[config.mk]
export PLATFORM = sky130hd
export DESIGN_NAME = vend_sequencer
export DESIGN_NICKNAME = d
export VERILOG_FILES = /design/src/rtl/vend_pkg.sv /design/src/rtl/vend_idle_timer.sv /design/src/rtl/vend_sequencer.sv
export SDC_FILE = /design/constraint.sdc
export NUM_CORES = 1
export LEC_CHECK = 0
export BUFFER_PORTS_ARGS = -buffer_cell sky130_fd_sc_hd__buf_2
export CORE_ASPECT_RATIO = 2
export CORE_UTILIZATION = 35
export CTS_BUF_LIST = sky130_fd_sc_hd__clkbuf_4 sky130_fd_sc_hd__clkbuf_8
export DETAILED_ROUTE_END_ITERATION = 8
export GPL_TIMING_DRIVEN = 0
export PLACE_DENSITY = 0.5
export RECOVER_POWER = 50
export REMOVE_ABC_BUFFERS = 1
export SLEW_MARGIN = 20
export SYNTH_ARGS = -nofsm -noshare
export SYNTH_HDL_FRONTEND = slang
export SYNTH_SLANG_ARGS = --single-unit
[constraint.sdc]
create_clock -name clk -period 5.2 [get_ports clk]
set_input_delay 0.78 -clock clk [delete_from_list [all_inputs] [get_ports clk]]
set_output_delay 0.78 -clock clk [all_outputs]
set_load 0.05 [all_outputs]
[src/rtl/vend_pkg.sv]
// Shared types and constants for the vending sequencer: states, coin values, price defaults.
package vend_pkg;

    localparam int unsigned CREDIT_W       = 7;
    localparam int unsigned COIN_LO        = 5;
    localparam int unsigned COIN_HI        = 10;
    localparam int unsigned PRICE_A_DEF    = 40;
    localparam int unsigned PRICE_B_DEF    = 45;
    localparam int unsigned CREDIT_MAX_DEF = 95;

    typedef enum logic [1:0] {
        ST_IDLE   = 2'd0,
        ST_CREDIT = 2'd1,
        ST_VEND   = 2'd2,
        ST_CHANGE = 2'd3
    } state_t;

    // Credit value of a coin; hi selects the 10-unit coin.
    function automatic logic [CREDIT_W-1:0] coin_value(input logic hi);
        return hi ? CREDIT_W'(COIN_HI) : CREDIT_W'(COIN_LO);
    endfunction

endpackage

[src/rtl/vend_idle_timer.sv]
// Idle timer: counts enabled cycles and flags expiry when the count reaches TIMEOUT_CYC-1.
module vend_idle_timer #(
    parameter int unsigned TIMEOUT_CYC = 1000
) (
    input  logic clk,
    input  logic reset_n,
    input  logic clear,
    input  logic enable,
    output logic expired
);

    localparam int unsigned CNT_W = $clog2(TIMEOUT_CYC + 1);

    logic [CNT_W-1:0] count_q;
    logic [CNT_W-1:0] count_d;

    assign expired = enable && (count_q == CNT_W'(TIMEOUT_CYC - 1));

    // Saturate at the expiry value so a stalled consumer never sees a wrap.
    always_comb begin
        count_d = count_q;
        if (clear) begin
            count_d = '0;
        end else if (enable && !expired) begin
            count_d = count_q + CNT_W'(1);
        end
    end

    always_ff @(posedge clk or negedge reset_n) begin
        if (!reset_n) begin
            count_q <= '0;
        end else begin
            count_q <= count_d;
        end
    end

endmodule

[src/rtl/vend_sequencer.sv]
// Vending sequencer: collects coins, vends on selection, pays change or refunds via handshakes.
module vend_sequencer
    import vend_pkg::*;
#(
    parameter int unsigned PRICE_A     = PRICE_A_DEF,
    parameter int unsigned PRICE_B     = PRICE_B_DEF,
    parameter int unsigned CREDIT_MAX  = CREDIT_MAX_DEF,
    parameter int unsigned TIMEOUT_CYC = 1000
) (
    input  logic       clk,
    input  logic       reset_n,
    input  logic       coin_valid,
    input  logic       coin_type,
    output logic       coin_rej,
    input  logic       sel_valid,
    input  logic       sel_item,
    output logic       sel_nack,
    input  logic       cancel,
    output logic       vend_req,
    input  logic       vend_ack,
    output logic       chg_req,
    input  logic       chg_ack,
    output logic       chg_type,
    output logic [6:0] credit,
    output logic       busy
);

    state_t                state_q, state_d;
    logic [CREDIT_W-1:0]   credit_q, credit_d;
    logic                  coin_rej_q, coin_rej_d;
    logic                  sel_nack_q, sel_nack_d;
    logic                  vend_req_q, vend_req_d;
    logic                  chg_req_q, chg_req_d;
    logic                  chg_type_q, chg_type_d;
    logic                  busy_q, busy_d;
    logic [CREDIT_W-1:0]   coin_sum;
    logic [CREDIT_W-1:0]   price;
    logic                  coin_acc;
    logic                  chg_taken;
    logic                  timer_clr;
    logic                  timer_exp;

    vend_idle_timer #(
        .TIMEOUT_CYC(TIMEOUT_CYC)
    ) u_idle_timer (
        .clk    (clk),
        .reset_n(reset_n),
        .clear  (timer_clr),
        .enable (state_q == ST_CREDIT),
        .expired(timer_exp)
    );

    assign coin_sum = credit_q + coin_value(coin_type);
    assign price    = sel_item ? CREDIT_W'(PRICE_B) : CREDIT_W'(PRICE_A);

    // Next state, credit and registered-output values.
    always_comb begin
        state_d    = state_q;
        credit_d   = credit_q;
        coin_rej_d = 1'b0;
        sel_nack_d = 1'b0;
        coin_acc   = 1'b0;
        chg_taken  = 1'b0;

        case (state_q)
            ST_IDLE, ST_CREDIT: begin
                if (cancel && (state_q == ST_CREDIT)) begin
                    state_d    = ST_CHANGE;
                    coin_rej_d = coin_valid;
                end else if (sel_valid) begin
                    coin_rej_d = coin_valid;
                    if ((state_q == ST_CREDIT) && (credit_q >= price)) begin
                        credit_d = credit_q - price;
                        state_d  = ST_VEND;
                    end else begin
                        sel_nack_d = 1'b1;
                    end
                end else if (coin_valid) begin
                    if (coin_sum <= CREDIT_W'(CREDIT_MAX)) begin
                        credit_d = coin_sum;
                        state_d  = ST_CREDIT;
                        coin_acc = 1'b1;
                    end else begin
                        coin_rej_d = 1'b1;
                    end
                end else if (timer_exp) begin
                    state_d = ST_CHANGE;
                end
            end
            ST_VEND: begin
                coin_rej_d = coin_valid;
                if (vend_req_q && vend_ack) begin
                    state_d = (credit_q != '0) ? ST_CHANGE : ST_IDLE;
                end
            end
            ST_CHANGE: begin
                coin_rej_d = coin_valid;
                if (credit_q == '0) begin
                    state_d = ST_IDLE;
                end else if (chg_req_q && chg_ack) begin
                    chg_taken = 1'b1;
                    credit_d  = credit_q - coin_value(credit_q >= CREDIT_W'(COIN_HI));
                    if (credit_d == '0) begin
                        state_d = ST_IDLE;
                    end
                end
            end
            default: begin
                state_d = ST_IDLE;
            end
        endcase

        // chg_req drops for one cycle after each accepted payout.
        vend_req_d = (state_d == ST_VEND);
        chg_req_d  = (state_d == ST_CHANGE) && !chg_taken;
        chg_type_d = (state_d == ST_CHANGE) && (credit_d >= CREDIT_W'(COIN_HI));
        busy_d     = (state_d == ST_VEND) || (state_d == ST_CHANGE);
        timer_clr  = (state_d != state_q) || coin_acc;
    end

    always_ff @(posedge clk or negedge reset_n) begin
        if (!reset_n) begin
            state_q    <= ST_IDLE;
            credit_q   <= '0;
            coin_rej_q <= 1'b0;
            sel_nack_q <= 1'b0;
            vend_req_q <= 1'b0;
            chg_req_q  <= 1'b0;
            chg_type_q <= 1'b0;
            busy_q     <= 1'b0;
        end else begin
            state_q    <= state_d;
            credit_q   <= credit_d;
            coin_rej_q <= coin_rej_d;
            sel_nack_q <= sel_nack_d;
            vend_req_q <= vend_req_d;
            chg_req_q  <= chg_req_d;
            chg_type_q <= chg_type_d;
            busy_q     <= busy_d;
        end
    end

    assign coin_rej = coin_rej_q;
    assign sel_nack = sel_nack_q;
    assign vend_req = vend_req_q;
    assign chg_req  = chg_req_q;
    assign chg_type = chg_type_q;
    assign credit   = credit_q;
    assign busy     = busy_q;

endmodule

==> metrics.csv, run 1 <==
metric;value;unit
outcome;complete, no violations;
CP required;5.40;ns
Top FF cell, synth;dfrtp_1;
Max FO, Critical Path;13;
crit path kind;flip-flop to flip-flop;
TritonCTS Buffers;3;
M1 WL;2400;um
pin count of the biggest net entering global routing;26;
Syn Std Cell Area;2220;um2
largest family of logic cells by synthesized area;simple AND/OR/NAND/NOR gates;
CP Capture Type;flip-flop;
Worst-path clk slew;0.08;ns
mux contribution to synthesized area;2.76;%
Worst R2R Start;credit[6]$_DFF_PN0_;
Synth Area in Compound Gates;22.8;%
HPWL after detailed placement;4880;um
WL final;6200;um
layout cell share with drive strength beyond 1;15.0;%
pwr dens;668;nW/um2
# resized after CTS;0;
Port Buffers;21;
Setup crit start;credit[6]$_DFF_PN0_;
core area;6060;um2
async set or reset register ratio after synthesis;100;%
Max rail drop VDD;232;uV
first-pass GRT wire length;10200;um
RSZ-0062 raised after global routing;false;
setup violators final;0;
Mapped Cells;260;
met3 WL;134;um
drt first pass iters;4;
count of final max-slew check failures;0;
cts hold-fix bufs;0;
area delta synth->final;8.05;%
Syn. warnings;0;
top-count cell post-synth;dfrtp_1;
total congestion overflow;0;
Power Total;1.60;mW
overall die area;6690;um2
initial antenna violation count;0;
IO Count;22;
reg-to-reg slack, setup;1.32;ns
routed len/inst;17.3;um
max cap viols;0;
TritonCTS clock tree;yes;
Largest stage delay, worst path;0.60;ns
Synth top cells by count;25 x dfrtp_1, 24 x nand2_1, 18 x nor2_1;
Leakage;1.04;nW
number of global-route vias before repair;2095;
arrival time at the worst endpoint;4.07;ns
Setup crit start kind;flip-flop;
Antenna Nets Post-Route;0;
Hold Path Origin;u_idle_timer.count_q[9]$_DFFE_PN0P_;
sequential-to-total area share from yosys stat;28.2;%
crit-path cells;nor3_1, nand2_1, inv_1, ha_1, nor2b_1, o21a_1, o211a_1, a211oi_1, a41oi_1, o22a_1, a211o_1, nor2_2;
Horiz. Die Dim;58.3;um
Ant. Diodes;0;
fin crit share;74.6;%
Slowest cell on crit path;dfrtp_1;
clk sinks;25;
initial drt markers;78;
row count;40;
chip height;115;um
crit path time final;3.88;ns
Max H-tree Level;1;
DRC;0;
flops & latches, synth;25;
worst hold path class;flip-flop to flip-flop;
worst clock skew;0.00346;ns
met2 wire len;3380;um
post-synthesis simple-gate area fraction;25.8;%
Post-Synth Adder-Cell Area;8.56;%
CTS Root Cell;clkbuf_8;
Via density;5.50;
DR vias;1969;
setup TNS;0;ns
largest cells by area after synthesis;dfrtp_1 28%, ha_1 6.8%, nand2_1 4.1%, xnor2_1 3.5%, nor2_1 3.0%;
worst slew pin tran;1.32;ns
final hold violations;0;
synth unique cells;65;
DR top layer;met4;
postcts setup bufs;0;
starting density of the core;36.7;%
Final nets;298;
Clk Latency, worst-skew pair;0.26;ns
Slew headroom;12.0;%
Max Freq;0.258;GHz
Yosys top cell by area;dfrtp_1;
number of flops mapped to enable cells by yosys;0;
GPL Wtd Cong;0.821;
Synth top area share;28.2;%
syn avg cell area;8.55;um2
GRT Total Usage;20.0;%
Post-Synth XOR/XNOR Area;6.31;%
CTS Buffer Depth;2;
final cells by class:
class,instances,area (um2)
fillers,644,3650
multi-input cells,209,1470
flip-flops and latches,25,626
well taps,84,105
repair buffers,21,96.3
inverters,15,56.3
clock buffers,3,41.3
clock inverters,1,5.00
flip-flops by register name, indices dropped and copies added (netlist names):
register and cells:
busy 1, chg_req 1, chg_type 1, coin_rej 1, credit 7, sel_nack 1, state_q 2, u_idle_timer.count_q 10
vend_req 1
path summary, 6_finish.rpt:
check	to	cells past startpoint
max reg2reg	u_idle_timer.count_q[2]$_DFFE_PN0P_	12
max	u_idle_timer.count_q[2]$_DFFE_PN0P_	12
min	u_idle_timer.count_q[9]$_DFFE_PN0P_	2
max in group asynchronous	credit[2]$_DFF_PN0_	1
min in group asynchronous	busy$_DFF_PN0_	1
min reg2reg	u_idle_timer.count_q[9]$_DFFE_PN0P_	2
kinds of logic (layout without fill, tap and decap cells):
| family | Yosys count | after routing |
|---|---|---|
| and+or+nand+nor | 108 | 108 |
| muxes | 6 | 6 |
| buffers and inverters | 26 | 40 |
| adders and majority gates | 14 | 14 |
| AOI/OAI and AO/OA | 65 | 65 |
| xor gates and xnor gates | 16 | 16 |
| DFF | 25 | 25 |
worst max-delay path: cells and delay by family, from the launching register on:
family	cells	cell delay [ns]
and+or+nand+nor	4	0.96
buffers and inverters	1	0.14
adders and majority gates	1	0.23
DFF	1	0.60
AOI/OAI and AO/OA	6	1.88
layout by cell type (no fill, tap or decap), types with 7 or more instances in the layout:
cell type,netlist,layout
xor2_1,7,7
nand2_1,24,24
inv_1,14,14
ha_1,12,12
buf_2,4,14
nor2_1,18,18
a31oi_1,7,7
a21oi_1,12,12
nor2_2,10,10
xnor2_1,9,9
clkbuf_1,3,7
nand3_1,12,12
dfrtp_1,25,25
per-layer routing:
layer,vias to the layer above,track usage (%)
met5,-,0
met4,0,10.6
met3,17,1.69
met2,48,36.9
met1,928,21.8
li1,976,-
power by group:
group | internal [mW] | switching, mW
logic | 0.384 | 0.713
registers | 0.253 | 0.143
clock network | 0.0535 | 0.0583
total | 0.690 | 0.914
stage by stage:
step | instance area (um2) | instances | util [%] | setup WS [ns] | hold slack, ns
after CTS | 2410 | 358 | 39.8 | 1.32 | 0.513
after detailed placement | 2360 | 354 | 39.0 | 1.33 | 0.548
final | 2400 | 358 | 39.6 | 1.32 | 0.561
after floorplan | 2150 | 249 | - | 1.83 | 0.484
after global routing | 2400 | 358 | 39.6 | 1.11 | 0.584
after global placement | 2360 | 354 | 39.0 | 1.38 | 0.534
No activity file was read; power rests on OpenSTA's default activity.
==> run 2: changes to the inputs <==
Clock period 5.2 ns to 3.65 ns, I/O delays scaled along.
==> metrics.csv, run 2 (same netlist as run 1, synthesis figures left out) <==
metric;value;unit;change
layout cell share with drive strength beyond 1;17.9;%;+2.9 points
Top Family by Delay on Critical Path;compound AO/OA/AOI/OAI gates;;
routed len/inst;17.4;um;+0.60%
DRC;0;;unchanged
clk sinks;25;;unchanged
starting density of the core;36.7;%;unchanged
GRT Total Usage;20.1;%;+0.046 points
CTS Buffer Depth;2;;unchanged
pin count of the biggest net entering global routing;26;;unchanged
cts hold-fix bufs;0;;unchanged
fin crit share;93.7;%;+19 points
Leakage;1.04;nW;-0.24%
post-route setup slack;0.232;ns;-1.09 ns
Horiz. Die Dim;58.3;um;unchanged
Worst-path clk slew;0.09;ns;about the same
crit path time final;3.42;ns;-0.460 ns
most frequent cells in the layout;24 x nand2_1, 21 x dfrtp_1, 18 x nor2_1;;
IO Count;22;;unchanged
drt first pass iters;5;;+1
CTS Root Cell;clkbuf_8;;
final hold violations;0;;unchanged
DR vias;1957;;-0.61%
worst hold path class;primary input to async pin;;
Max Freq;0.293;GHz;+13%
Largest Register;u_idle_timer.count_q;;
arrival time at the worst endpoint;3.62;ns;-0.45 ns
Clk Latency, worst-skew pair;0.26;ns;about the same
outcome;complete, no violations;;
row count;40;;unchanged
crit path kind;flip-flop to flip-flop;;
chip height;115;um;unchanged
area delta synth->final;9.12;%;
max reg flops;10;;unchanged
Antenna Nets Post-Route;0;;unchanged
Setup Slack @ Placement;-0.222;ns;-1.55 ns
Via density;5.47;;-0.61%
first-pass GRT wire length;10200;um;+0.14%
overall die area;6690;um2;unchanged
worst clock skew;0.00452;ns;+0.00106 ns
initial antenna violation count;0;;unchanged
Port Buffers;21;;unchanged
WL final;6240;um;+0.60%
Final nets;298;;unchanged
core area;6060;um2;unchanged
max cap viols;0;;unchanged
Max rail drop VDD;332;uV;+43%
Largest stage delay, worst path;0.59;ns;about the same
HPWL after detailed placement;4880;um;unchanged
TritonCTS clock tree;yes;;
GPL Wtd Cong;0.821;;unchanged
crit path buf inv count;1;;unchanged
Max H-tree Level;1;;unchanged
setup violators final;0;;unchanged
postcts setup bufs;0;;unchanged
number of global-route vias before repair;2096;;+0.048%
CP Capture Type;flip-flop;;
CP required;3.85;ns;-1.55 ns
Max FO, Critical Path;11;;-2
initial drt markers;57;;-27%
count of final max-slew check failures;0;;unchanged
commonest non-fill, non-tap cell in the layout;nand2_1;;
crit-path cells;o21ai_0, nand2_1, inv_1, ha_1, fa_1, xor2_1, nand3_1, nor4_1, a41oi_2, o22a_1, a211o_2, nor2_2;;
TritonCTS Buffers;3;;unchanged
Slowest cell on crit path;dfrtp_1;;
Power Total;2.32;mW;+44%
Setup crit start kind;flip-flop;;
setup TNS;0;ns;unchanged
Slew headroom;12.1;%;+0.15 points
pwr dens;955;nW/um2;+43%
worst slew pin tran;1.32;ns;-0.00228 ns
Ant. Diodes;0;;unchanged
total congestion overflow;0;;unchanged
-- run 2: final timing paths --
| path | from | cells after the start | end | slack (ns) |
|---|---|---|---|---|
| worst max-delay path | credit[1]$_DFF_PN0_ | 12 | u_idle_timer.count_q[2]$_DFFE_PN0P_ | 0.23 |
| worst min-delay path | reset_n | 1 | busy$_DFF_PN0_ | 0.55 |
| min in group clk | u_idle_timer.count_q[9]$_DFFE_PN0P_ | 2 | u_idle_timer.count_q[9]$_DFFE_PN0P_ | 0.56 |
| max in group asynchronous | reset_n | 1 | credit[3]$_DFF_PN0_ | 2.23 |
| worst min register to register | u_idle_timer.count_q[9]$_DFFE_PN0P_ | 2 | u_idle_timer.count_q[9]$_DFFE_PN0P_ | 0.56 |
| worst max register to register | credit[1]$_DFF_PN0_ | 12 | u_idle_timer.count_q[2]$_DFFE_PN0P_ | 0.23 |
-- run 2: power breakdown --
| group | leakage [nW] | internal [mW] | switching, mW |
|---|---|---|---|
| clock | 0.0255 | 0.0762 | 0.0834 |
| sequential | 0.312 | 0.365 | 0.204 |
| combinational | 0.700 | 0.557 | 1.03 |
-- run 2: layout make-up --
class                   instances  area, um2
multi-input cells             209       1490
inverters                      15       56.3
clock inverters                 1       5.00
fillers                       641       3630
flip-flops and latches         25        631
clock buffers                   3       41.3
well taps                      84        105
repair buffers                 21       96.3
-- run 2: per-layer routing --
layer / global-route usage (%) / vias to the layer above / share of wire [%]
met5: 0 / - / 0
met4: 9.68 / 0 / 4.7
met3: 1.47 / 16 / 2.4
met2: 37.5 / 45 / 54
met1: 22.0 / 922 / 38
li1: - / 974 / -
-- run 2: through the flow --
step	instances	hold WS, ns	area [um2]	util (%)
floorplan	249	0.252	2150	-
global placement	354	0.534	2360	39.0
detailed placement	354	0.548	2360	39.0
CTS	358	0.280	2420	39.9
global route	358	0.584	2420	40.0
finish	358	0.552	2420	40.0
-- run 2: timing repair --
action	CTS	global route
pin swaps	0	0
setup endpoints to repair	10	10
resized for setup	3	5
